File: config.mk
export PLATFORM = sky130hd
export DESIGN_NAME = sdram_timing_counter_flat
export DESIGN_NICKNAME = d
export VERILOG_FILES = /design/src/rtl/sdram_timing_pkg.sv /design/src/rtl/sdram_timing_counter_if.sv /design/src/rtl/sdram_tcount_chan.sv /design/src/rtl/sdram_timing_counter.sv /design/src/flat_wrapper.sv
export SDC_FILE = /design/constraint.sdc
export NUM_CORES = 1
export LEC_CHECK = 0
export CAP_MARGIN = 20
export CORE_MARGIN = 2
export CORE_UTILIZATION = 43
export CTS_CLUSTER_SIZE = 12
export DETAILED_ROUTE_END_ITERATION = 7
export GPL_ROUTABILITY_DRIVEN = 0
export GPL_TIMING_DRIVEN = 0
export HOLD_SLACK_MARGIN = 0.15
export PLACE_DENSITY = 0.69
export RECOVER_POWER = 100
export REMOVE_ABC_BUFFERS = 1
export SYNTH_ARGS = -nofsm -noshare
export SYNTH_HDL_FRONTEND = slang
export SYNTH_SLANG_ARGS = --single-unit
File: constraint.sdc
create_clock -name clock -period 4.1 [get_ports clock]
set_input_delay 0.82 -clock clock [delete_from_list [all_inputs] [get_ports clock]]
set_output_delay 0.82 -clock clock [all_outputs]
set_load 0.02 [all_outputs]
File: src/rtl/sdram_timing_pkg.sv
// Shared encodings and legacy timing defaults for the SDRAM timing counter.
package sdram_timing_pkg;

    // Config register select on ProgSel; codes 5..7 are ignored by the register file
    typedef enum logic [2:0] {
        ProgTPre   = 3'd0,
        ProgTCas   = 3'd1,
        ProgTBurst = 3'd2,
        ProgTWait  = 3'd3,
        ProgTLat   = 3'd4
    } progSel_t;

    // Per-channel timing select on LoadSel
    typedef enum logic [1:0] {
        LoadTPre   = 2'd0,
        LoadTCas   = 2'd1,
        LoadTBurst = 2'd2,
        LoadTWait  = 2'd3
    } loadSel_t;

    // Legacy timing applied at reset
    localparam int unsigned DefTPre   = 4;
    localparam int unsigned DefTCas   = 6;
    localparam int unsigned DefTBurst = 7;
    localparam int unsigned DefTWait  = 4;
    localparam int unsigned DefTLat   = 0;

    // Clamp a value to the largest number representable in width bits
    function automatic int unsigned satValue(input int unsigned value, input int unsigned width);
        int unsigned maxVal;
        maxVal = (32'd1 << width) - 32'd1;
        return (value > maxVal) ? maxVal : value;
    endfunction

endpackage

File: src/rtl/sdram_timing_counter_if.sv
// Programming and per-channel control/status bundle for sdram_timing_counter.
interface sdram_timing_counter_if #(
    parameter int unsigned NCH = 4,
    parameter int unsigned CW  = 4,
    parameter int unsigned PW  = 10
);
    logic [PW-1:0]     ProgramData;
    logic              ProgWrite;
    logic [2:0]        ProgSel;
    logic [NCH-1:0]    Load;
    logic [2*NCH-1:0]  LoadSel;
    logic [NCH-1:0]    Hold;
    logic [CW*NCH-1:0] CountOut;
    logic [NCH-1:0]    Done;
    logic [NCH-1:0]    Busy;
    logic [1:0]        tLAT;

    modport master (
        output ProgramData, ProgWrite, ProgSel, Load, LoadSel, Hold,
        input  CountOut, Done, Busy, tLAT
    );

    modport slave (
        input  ProgramData, ProgWrite, ProgSel, Load, LoadSel, Hold,
        output CountOut, Done, Busy, tLAT
    );
endinterface

File: src/rtl/sdram_tcount_chan.sv
// One timing channel: loadable down-counter with expiry pulse and busy flag.
module sdram_tcount_chan #(
    parameter int unsigned CW = 4
) (
    input  logic          clock,
    input  logic          reset,
    input  logic          load,
    input  logic [CW-1:0] loadValue,
    input  logic          hold,
    output logic [CW-1:0] count,
    output logic          done,
    output logic          busy
);
    logic [CW-1:0] countQ, countD;
    logic          doneQ, doneD;

    // Next count: Load wins over decrement; Hold only pauses decrement; floor at zero
    always_comb begin
        countD = countQ;
        doneD  = 1'b0;
        if (load) begin
            countD = loadValue;
            // Loading zero counts as an immediate expiry; a nonzero load masks a 1->0 step
            doneD  = (loadValue == '0);
        end else if (!hold && (countQ != '0)) begin
            countD = countQ - CW'(1);
            doneD  = (countQ == CW'(1));
        end
    end

    // Count and Done registers; reset clears both with no expiry pulse
    always_ff @(posedge clock) begin
        if (reset) begin
            countQ <= '0;
            doneQ  <= 1'b0;
        end else begin
            countQ <= countD;
            doneQ  <= doneD;
        end
    end

    assign count = countQ;
    assign done  = doneQ;
    assign busy  = (countQ != '0);

endmodule

File: src/rtl/sdram_timing_counter.sv
// Per-bank SDRAM timing counters sharing one programmable timing register file.
module sdram_timing_counter
    import sdram_timing_pkg::*;
#(
    parameter int unsigned NCH = 4,
    parameter int unsigned CW  = 4,
    parameter int unsigned PW  = 10
) (
    input logic                   clock,
    input logic                   reset,
    sdram_timing_counter_if.slave bus
);
    localparam int unsigned MaxCount = (32'd1 << CW) - 32'd1;

    logic [CW-1:0] tPreQ, tPreD;
    logic [CW-1:0] tCasQ, tCasD;
    logic [CW-1:0] tBurstQ, tBurstD;
    logic [CW-1:0] tWaitQ, tWaitD;
    logic [1:0]    tLatQ, tLatD;
    logic [31:0]   dataWide;
    logic [CW-1:0] progSat;

    // Register-file write: saturate timing values to CW bits, tLAT takes the low two bits
    always_comb begin
        dataWide = 32'(bus.ProgramData);
        progSat  = (dataWide > MaxCount) ? CW'(MaxCount) : CW'(dataWide);
        tPreD    = tPreQ;
        tCasD    = tCasQ;
        tBurstD  = tBurstQ;
        tWaitD   = tWaitQ;
        tLatD    = tLatQ;
        if (bus.ProgWrite) begin
            case (bus.ProgSel)
                ProgTPre:   tPreD   = progSat;
                ProgTCas:   tCasD   = progSat;
                ProgTBurst: tBurstD = progSat;
                ProgTWait:  tWaitD  = progSat;
                ProgTLat:   tLatD   = bus.ProgramData[1:0];
                default:    ;
            endcase
        end
    end

    // Config registers; loads this cycle see the old values since these update on the edge
    always_ff @(posedge clock) begin
        if (reset) begin
            tPreQ   <= CW'(satValue(DefTPre, CW));
            tCasQ   <= CW'(satValue(DefTCas, CW));
            tBurstQ <= CW'(satValue(DefTBurst, CW));
            tWaitQ  <= CW'(satValue(DefTWait, CW));
            tLatQ   <= 2'(DefTLat);
        end else begin
            tPreQ   <= tPreD;
            tCasQ   <= tCasD;
            tBurstQ <= tBurstD;
            tWaitQ  <= tWaitD;
            tLatQ   <= tLatD;
        end
    end

    assign bus.tLAT = tLatQ;

    for (genvar i = 0; i < NCH; i++) begin : gChan
        logic [CW-1:0] loadValue;

        // Pick this channel's load value from its two LoadSel bits
        always_comb begin
            loadValue = tPreQ;
            case (bus.LoadSel[2*i +: 2])
                LoadTPre:   loadValue = tPreQ;
                LoadTCas:   loadValue = tCasQ;
                LoadTBurst: loadValue = tBurstQ;
                LoadTWait:  loadValue = tWaitQ;
                default:    loadValue = tPreQ;
            endcase
        end

        sdram_tcount_chan #(
            .CW(CW)
        ) uChan (
            .clock     (clock),
            .reset     (reset),
            .load      (bus.Load[i]),
            .loadValue (loadValue),
            .hold      (bus.Hold[i]),
            .count     (bus.CountOut[CW*i +: CW]),
            .done      (bus.Done[i]),
            .busy      (bus.Busy[i])
        );
    end

endmodule

File: src/flat_wrapper.sv
// flat-port wrapper written by rule: the top's interface ports become plain ports
module sdram_timing_counter_flat import sdram_timing_pkg::*;
#(
    parameter int unsigned NCH = 4,
    parameter int unsigned CW  = 4,
    parameter int unsigned PW  = 10
)
  (clock, reset, bus_ProgramData, bus_ProgWrite, bus_ProgSel, bus_Load, bus_LoadSel, bus_Hold, bus_CountOut, bus_Done, bus_Busy, bus_tLAT);
  sdram_timing_counter_if #(.NCH(NCH), .CW(CW), .PW(PW)) bus_i ();
  input logic clock;
  input logic reset;
  input wire logic [$bits(bus_i.ProgramData)-1:0] bus_ProgramData;
  input wire logic [$bits(bus_i.ProgWrite)-1:0] bus_ProgWrite;
  input wire logic [$bits(bus_i.ProgSel)-1:0] bus_ProgSel;
  input wire logic [$bits(bus_i.Load)-1:0] bus_Load;
  input wire logic [$bits(bus_i.LoadSel)-1:0] bus_LoadSel;
  input wire logic [$bits(bus_i.Hold)-1:0] bus_Hold;
  output wire logic [$bits(bus_i.CountOut)-1:0] bus_CountOut;
  output wire logic [$bits(bus_i.Done)-1:0] bus_Done;
  output wire logic [$bits(bus_i.Busy)-1:0] bus_Busy;
  output wire logic [$bits(bus_i.tLAT)-1:0] bus_tLAT;
  assign bus_i.ProgramData = bus_ProgramData;
  assign bus_i.ProgWrite = bus_ProgWrite;
  assign bus_i.ProgSel = bus_ProgSel;
  assign bus_i.Load = bus_Load;
  assign bus_i.LoadSel = bus_LoadSel;
  assign bus_i.Hold = bus_Hold;
  assign bus_CountOut = bus_i.CountOut;
  assign bus_Done = bus_i.Done;
  assign bus_Busy = bus_i.Busy;
  assign bus_tLAT = bus_i.tLAT;
  sdram_timing_counter #(.NCH(NCH), .CW(CW), .PW(PW)) u_core (.clock(clock), .reset(reset), .bus(bus_i));
endmodule
## Word-level counts from Yosys, hierarchy flattened

Index checks and enable logic that the tools add are counted.

| word-level totals | value |
|---|---|
| output and inout bits | 26 |
| bits in registers | 38 |
| input port bits | 32 |
| word-level logic and storage cells | 89 |

| cells by class | value |
|---|---|
| add/sub/neg operators | 4 |
| muxes and demuxes | 21 |
| magnitude comparators | 1 |
| equal/unequal tests | 20 |
| reduce and logical (&&, ||, !) cells | 30 |

Operator list:

| kind | number |
|---|---|
| one-hot mux 4 bit (4 select lines) | 4 |
| 2-to-1 mux 4 bit | 9 |
| == test 2 bit, second input constant | 8 |
| == test 4 x 1 -> 1 bit, second input constant | 4 |
| zero test 4 bit | 4 |
| nonzero test 4 bit | 4 |
| subtractor 4 x 1 -> 4 bit, second input constant | 4 |
| > comparator 10 x 4 -> 1 bit, second input constant | 1 |
| AND reduction 2 bit | 5 |
| == test 2 x 1 -> 1 bit, second input constant | 4 |
| zero test 2 bit | 4 |
| 2-to-1 mux 1 bit | 8 |
| nonzero test 2 bit | 4 |
| == test 3 x 2 -> 1 bit, second input constant | 2 |
| logical AND 1 bit | 4 |
| zero test 1 bit | 4 |
| == test 3 x 1 -> 1 bit, second input constant | 1 |
| == test 3 bit, second input constant | 1 |
| zero test 3 bit | 1 |

## Longest topological paths before layout

Gate-level depths: netlist of the first run.

| logic depth | value |
|---|---|
| depth in word-level cells | 4 |
| mapped depth | 6 |
| mapped depth without buffers | 6 |

## Modules after synthesis

From an unflattened synthesis of the first run, not the netlist that was laid out.

| unflattened totals | value |
|---|---|
| cell total of the unflattened synthesis | 238 |
| area, all modules | 2338.5 um^2 |

Modules (own cells, without submodules):

| module | sequential area each (um^2) | cells an instance | area an instance (um^2) | times used |
|---|---|---|---|---|
| sdram_tcount_chan | 100.1 | 38 | 310.3 | 4 |
| sdram_timing_counter | 360.3 | 86 | 1097.3 | 1 |

## Worst setup path after synthesis of the first run

OpenSTA, ideal clock, no wires.

| timing path | value |
|---|---|
| path type | reg-to-output |
| from | register u_core.gChan[3].uChan.countQ[0] |
| to | output port bus_Busy[3] |
| setup slack | 1942 ps |
| data arrival time | 1338 ps |
| data required time | 3280 ps |
| cell stages (with the launch flop) | 5 |
| buffers on the path | 1 |
| cell sequence | dfxtp_1 inv_1 ha_1 or3b_2 buf_4 |

| on the way | value |
|---|---|
| word-level cells in the longest chain between the ends | 1 |

RTL lines:

| element | RTL line | RTL |
|---|---|---|
| start: declaration | sdram_tcount_chan.sv:14 | `logic [CW-1:0] countQ, countD;` |
| start signal: assignment | sdram_tcount_chan.sv:37 | `countQ <= countD;` |
| nonzero test 4 bit | sdram_tcount_chan.sv:44 | `assign busy = (countQ != '0);` |
| end: declaration | flat_wrapper.sv:20 | `output wire logic [$bits(bus_i.Busy)-1:0] bus_Busy;` |

Every way passes these cells.

## Worst setup path in the final report of the first run

| timing path | value |
|---|---|
| from | register u_core.gChan[0].uChan.countQ[1] |
| to | output port bus_Busy[0] |

| on the way | value |
|---|---|
| word-level cells in the longest chain between the ends | 1 |

RTL lines:

| element | RTL line |
|---|---|
| start: declaration | sdram_tcount_chan.sv:14 |
| start signal: assignment | sdram_tcount_chan.sv:37 |
| nonzero test 4 bit | sdram_tcount_chan.sv:44 |

Every way passes these cells.

==> metrics, run 1 <==
run status completed; Critical R2R Launch u_core.tWaitQ[3]$_SDFFE_PP0P_; HPWL Detailed a little over 4000 um; worst setup path startpoint u_core.gChan[0].uChan.count[1]$_SDFFE_PP0P_; RSZ-0062 raised after global routing no; PwrDens between 300 and 400 nW/um^2; yosys warns 0; Post-synth top cells 38 x dfxtp_1, 29 x nor2_1, 17 x inv_1, 14 x a211oi_1, 12 x a21oi_1; core area 5405 sq um; CTS tree done; Reg2Reg Depth 4; Mapped Area approximately 2400 sq um; Final min period 3.028 ns; fmax ~330 MHz; EDFF count, synth 0; Synth cell types 37; Residual DRC 0; Final Max Tran Viols 0; I/O Buffers 57; Peak VDD IR between 0.00015 and 0.0002 V; Mapped Cells 250; Num CTS Buffers 5; Die Wd about 78 um; wire length of the first global-routing pass ~9200 um; final layout net count around 340; DRT iter0 DRCs between 70 and 80; HP Class flip-flop to flip-flop; router iterations before antenna repair 4; Max-Cap Viols 0; Setup CP Type flip-flop to output port; CTS root buffer clkbuf_8; CP Launch Type flip-flop; Post-Route WL ~5400 um; initial antenna violation count 0; Antenna Violating Nets Remaining 0; Final Cycle Share between 70% and 80%; vias per inst between 5 and 6; vias in the first global route roughly 1900; largest net degree at the start of global routing 21; flip-flop and latch area around 760 sq um; largest cells by area after synthesis dfxtp_1 32%, mux4_1 9.9%, mux4_2 6.6%; reg2reg setup slack roughly 2.3 ns; Post-CTS Setup Bufs 0; slew margin rel. 42.25%; setup TNS 0 ns; Leak roughly 1.1 nW; Crit-path slowest cell dlygate4sd3_1; n_diodes 0; final hold violations 0; dominant cell type by area after synthesis dfxtp_1; GR Overflow Total 0; Seq/Total Area, Yosys 32.00%; cell with the most instances after synthesis dfxtp_1; CP dominant cell by count inv_1; prevailing post-synth register cell dfxtp_1; Syn-to-layout area delta 26.63%; Hold-fix buffers, CTS 0; asr flop ratio synth 0%; Worst-path clk slew 0.07 ns; critical-path cell list inv_1 -> ha_1 -> nor3b_1 -> inv_1 -> dlygate4sd3_1; CP Capture Type output port; crit path capture bus_Busy[0]; Critical Path Fanout Max 6; CTS resizes 0; Fillers around 500; DIE AREA between 6000 and 7000 sq um; share of cells above drive strength 1 7.023%; Total Routing Usage GR 18.79%; Worst Hold Slack 0.4941 ns; Vias between 2000 and 2500; crit-path max cell delay 0.67 ns; Synth top area share around a third; die height 78.36 um; Critical Path AT around 2.2 ns; worst-margin pin slew slightly below 0.9 ns; Reg2Reg Capture Point u_core.gChan[0].uChan.done$_SDFF_PP0_; worst skew pair latency 0.29 ns; multi-input logic area 1433 sq um; htree depth 2; row count 27; number of I/O pins 58; CP required 3.28 ns; worst clock skew between 0.005 and 0.006 ns; flop and latch count out of synthesis 38; Final setup viols 0; Clock Sinks 38; wire per inst roughly 15 um; syn avg cell area around 9.5 sq um; Clock Tree Buf Depth 2; Initial Util 43.98%
-- cells in the final DEF (no fill, tap or decap), types with 11 or more instances in the layout --
master,count
a21oi_1,12
nor2_1,29
dlygate4sd3_1,31
nor3_1,11
dfxtp_1,38
a211oi_1,14
inv_1,17
clkdlybuf4s50_1,26
-- area by class of cell --
class,instances,share of cell area [%]
well taps,72,2.993
multi-input cells,177,47.59
clock buffers,5,2.286
clock inverters,2,0.3325
repair buffers,60,19.41
inverters,17,2.120
flip-flops and latches,38,25.27
-- routing by layer --
layer	vias up	routed length [um]	GRT usage [%]	part of all wire (%)
met5	-	0	0	0
met4	0	42	5.614	0.78
li1	1033	-	-	-
met1	979	2428	25.22	45
met3	5	329	4.138	6.1
met2	73	2581	30.43	48
-- worst max-delay path: cells and delay by family, from the launching register on --
kind                     cells  cell delay (ns)
AND/OR/NAND/NOR              1             0.57
adder cells (fa/ha/maj)      1             0.18
flip-flops                   1             0.35
buffers and inverters        3             0.83
-- worst min path at each step --
stage,slack [ns],endpoint,start,cells past startpoint
detailed placement,0.49,u_core.bus.tLAT[0]$_SDFFE_PP0P_,u_core.bus.tLAT[0]$_SDFFE_PP0P_,2
CTS,0.51,u_core.bus.tLAT[0]$_SDFFE_PP0P_,u_core.bus.tLAT[0]$_SDFFE_PP0P_,2
global placement,0.47,u_core.bus.tLAT[1]$_SDFFE_PP0P_,u_core.bus.tLAT[1]$_SDFFE_PP0P_,2
floorplan,0.49,u_core.tCasQ[0]$_SDFFE_PP0P_,u_core.tCasQ[0]$_SDFFE_PP0P_,2
global route,0.56,u_core.bus.tLAT[0]$_SDFFE_PP0P_,u_core.bus.tLAT[0]$_SDFFE_PP0P_,2
finish,0.49,u_core.bus.tLAT[0]$_SDFFE_PP0P_,u_core.bus.tLAT[0]$_SDFFE_PP0P_,2
-- flip-flops by register name, summed over array words and instances, names as in the netlist --
signal	flops
u_core.bus.tLAT	2
u_core.gChan.uChan.count	16
u_core.gChan.uChan.done	4
u_core.tBurstQ	4
u_core.tCasQ	4
u_core.tPreQ	4
u_core.tWaitQ	4
-- kinds of logic (layout without fill, tap and decap cells) --
kind of cell,after synthesis,in the layout,synth area share [%]
buffers and inverters,35,84,6.790
multiplexers,18,18,17.42
AND/OR/NAND/NOR,93,93,22.68
AO/OA/AOI/OAI,54,54,15.42
adder cells (fa/ha/maj),8,8,4.211
XOR/XNOR,4,4,1.474
flip-flops,38,38,32.00
-- report_power, final --
part	internal [W]	total, W	switching [W]
logic	0.000123	0.000242	0.000119
registers	0.000390	0.000418	0.0000275
clock network	0.000114	0.000244	0.000130
-- metrics by stage --
step	cells	setup WS, ns	utilization (%)	total power [W]	cell area (sq um)
after floorplan	232	1.971	-	0.0005621	2280
after global placement	361	1.212	54.40	0.0006759	2940
after detailed placement	363	1.223	54.77	0.0006818	2960
after CTS	370	1.141	56.23	0.0009247	3039
after global routing	371	0.9073	55.69	0.0009523	3010
final	371	1.072	55.69	0.0009047	3010
(Power assumes the default switching activity.)
==> run 2: changes to the inputs <==
- clock period: 4.1 -> 3 ns (I/O delays scaled with it)
==> run 2 against run 1 <==
  * Final area unchanged
  * Global-route usage unchanged
  * Clock skew about the same
  * Worst hold slack about the same
  * Register-to-register slack got worse by 1.1 ns
  * Utilization unchanged
  * Sequential share of layout area unchanged
  * Clock power increased by 37%
  * Die area unchanged
  * Combinational power increased by 38%
  * Sequential cell count unchanged
  * Largest power group unchanged
==> metrics, run 2 (synthesis results as in run 1) <==
run status completed; Final Util between 50 and 60%; Final Max Tran Viols 0; flip-flop and latch area approximately 760 sq um; Initial Util between 40% and 50%; worst clock skew 0.005820 ns; initial antenna violation count 0; core area 5405 sq um; CTS root buffer clkbuf_8; Hold-fix buffers, CTS 0; Hold Path Cell Cnt 2; Peak VDD IR between 0.0002 and 0.0003 V; worst skew pair latency just under 0.3 ns; number of I/O pins 58; most common cell after layout, fill and taps aside dfxtp_1; Clock Sinks 38; RSZ-0062 raised after global routing no; wire per inst about 14 um; router iterations before antenna repair 4; Reg2Reg Depth 4; HP Class flip-flop to flip-flop; multi-input logic area roughly 1400 sq um; Final min period about 2.8 ns; fmax between 300 and 400 MHz; Die Wd between 70 and 80 um; reg2reg setup slack between 1 and 1.5 ns; CTS resizes 0; CTS tree done; vias per inst around 5.6; Vias ~2100; slew margin rel. 42.36%; Critical Path AT ~2.2 ns; Leak approximately 1.1 nW; Final Cycle Share ~90%; Placement Cell Area 2960 sq um; Hold Path End u_core.bus.tLAT[0]$_SDFFE_PP0P_; hold path start u_core.bus.tLAT[0]$_SDFFE_PP0P_; Critical Path Fanout Max 7; number of flip-flops in the largest register 16; Post-CTS Setup Bufs 0; Residual DRC 0; PwrDens 411.3 nW/um^2; CP Capture Type output port; n_diodes 0; setup TNS 0 ns; Num CTS Buffers 5; Fillers 501; CP required approximately 2.4 ns; largest net degree at the start of global routing 21; most frequent cells in the layout 38 x dfxtp_1, 29 x nor2_1, 29 x dlygate4sd3_1; Clock Tree Buf Depth 2; final hold violations 0; Syn-to-layout area delta 26.63%; DIE AREA 6140 sq um; Critical R2R Launch u_core.tWaitQ[3]$_SDFFE_PP0P_; GR Overflow Total 0; I/O Buffers 57; Max-Cap Viols 0; vias in the first global route 1924; Setup CP Type flip-flop to output port; final instance area 3010 sq um; CP Launch Type flip-flop; Reg2Reg Capture Point u_core.gChan[0].uChan.done$_SDFF_PP0_; worst-margin pin slew roughly 0.86 ns; HPWL Detailed between 4000 and 5000 um; DRT iter0 DRCs 74; share of cells above drive strength 1 approximately 7%; Worst Hold Slack approximately 0.5 ns; die height 78.36 um; Total Routing Usage GR between 10% and 20%; htree depth 2; wire length of the first global-routing pass between 9000 and 10000 um; Final setup viols 0; row count 27; Worst-path clk slew around 0.080 ns; Post-Route WL roughly 5400 um; final layout net count between 300 and 400; Antenna Violating Nets Remaining 0
run 2: cell count changes in the layout (fill, tap and decap cells not counted), sizes merged:
cell,previous run,this run
clkdlybuf4s50,26,28
dlygate4sd3,31,29
run 2: worst max path at each step:
stage	startpoint	end	slack, ns	depth (start not counted)
floorplan	bus_LoadSel[0]	u_core.gChan[0].uChan.done$_SDFF_PP0_	1.09	4
global placement	bus_ProgWrite	u_core.tBurstQ[0]$_SDFFE_PP1P_	0.33	4
detailed placement	bus_ProgWrite	u_core.tBurstQ[0]$_SDFFE_PP1P_	0.34	4
CTS	u_core.gChan[0].uChan.count[0]$_SDFFE_PP0P_	bus_Busy[0]	0.26	5
global route	u_core.gChan[2].uChan.count[1]$_SDFFE_PP0P_	bus_Busy[2]	0.11	5
finish	u_core.gChan[2].uChan.count[0]$_SDFFE_PP0P_	bus_Busy[2]	0.24	5
run 2: through the flow:
step                      std cells  power (W)  setup slack, ns
final                           371   0.001238           0.2357
after global routing            371   0.001303           0.1132
after CTS                       370   0.001264           0.2607
after detailed placement        363  0.0009318           0.3434
after global placement          361  0.0009237           0.3318
after floorplan                 232  0.0007682            1.091
run 2: per-layer routing:
metal / up-vias / wire, um / share of wire (%) / GRT usage [%]
li1: 1032 / - / - / -
met4: 0 / 46 / 0.86 / 5.614
met2: 74 / 2572 / 48 / 30.43
met3: 7 / 342 / 6.4 / 4.138
met5: - / 0 / 0 / 0
met1: 973 / 2405 / 45 / 25.22
run 2: worst max-delay path, cell delays in order (launching register included):
cell,delay (ns)
dfxtp_1,0.37
inv_1,0.08
ha_1,0.17
nor3b_1,0.52
inv_1,0.07
dlygate4sd3_1,0.66
run 2: report_power, final:
group | total, W | switching (W) | internal [W]
clock network | 0.000334 | 0.000178 | 0.000156
logic | 0.000333 | 0.000163 | 0.000170
registers | 0.000571 | 0.0000374 | 0.000534
run 2: final cells by class:
type / instances / area share, %
multi-input combinational: 177 / 47.59
inverter: 17 / 2.120
clock buffer: 5 / 2.286
timing repair buffer: 60 / 19.41
sequential: 38 / 25.27
clock inverter: 2 / 0.3325
tap: 72 / 2.993
==> run 3: changes to the inputs <==
==> constraint.sdc (replaced) <==
create_clock -name clock -period 3.2 [get_ports clock]
set_input_delay 0.64 -clock clock [delete_from_list [all_inputs] [get_ports clock]]
set_output_delay 0.64 -clock clock [all_outputs]
set_load 0.01 [all_outputs]
==> results of run 3 <==
The final DEF is identical to that of run 1. Status: completed.
Main changes from that run: setup slack after placement 1.223 ns -> 0.5034 ns; setup slack after layout 1.072 ns -> 0.3989 ns; register-to-register setup slack 2.27 ns -> 1.37 ns; total power 0.0009047 W -> 0.001137 W; worst IR drop on VDD 0.0001994 V -> 0.0002555 V
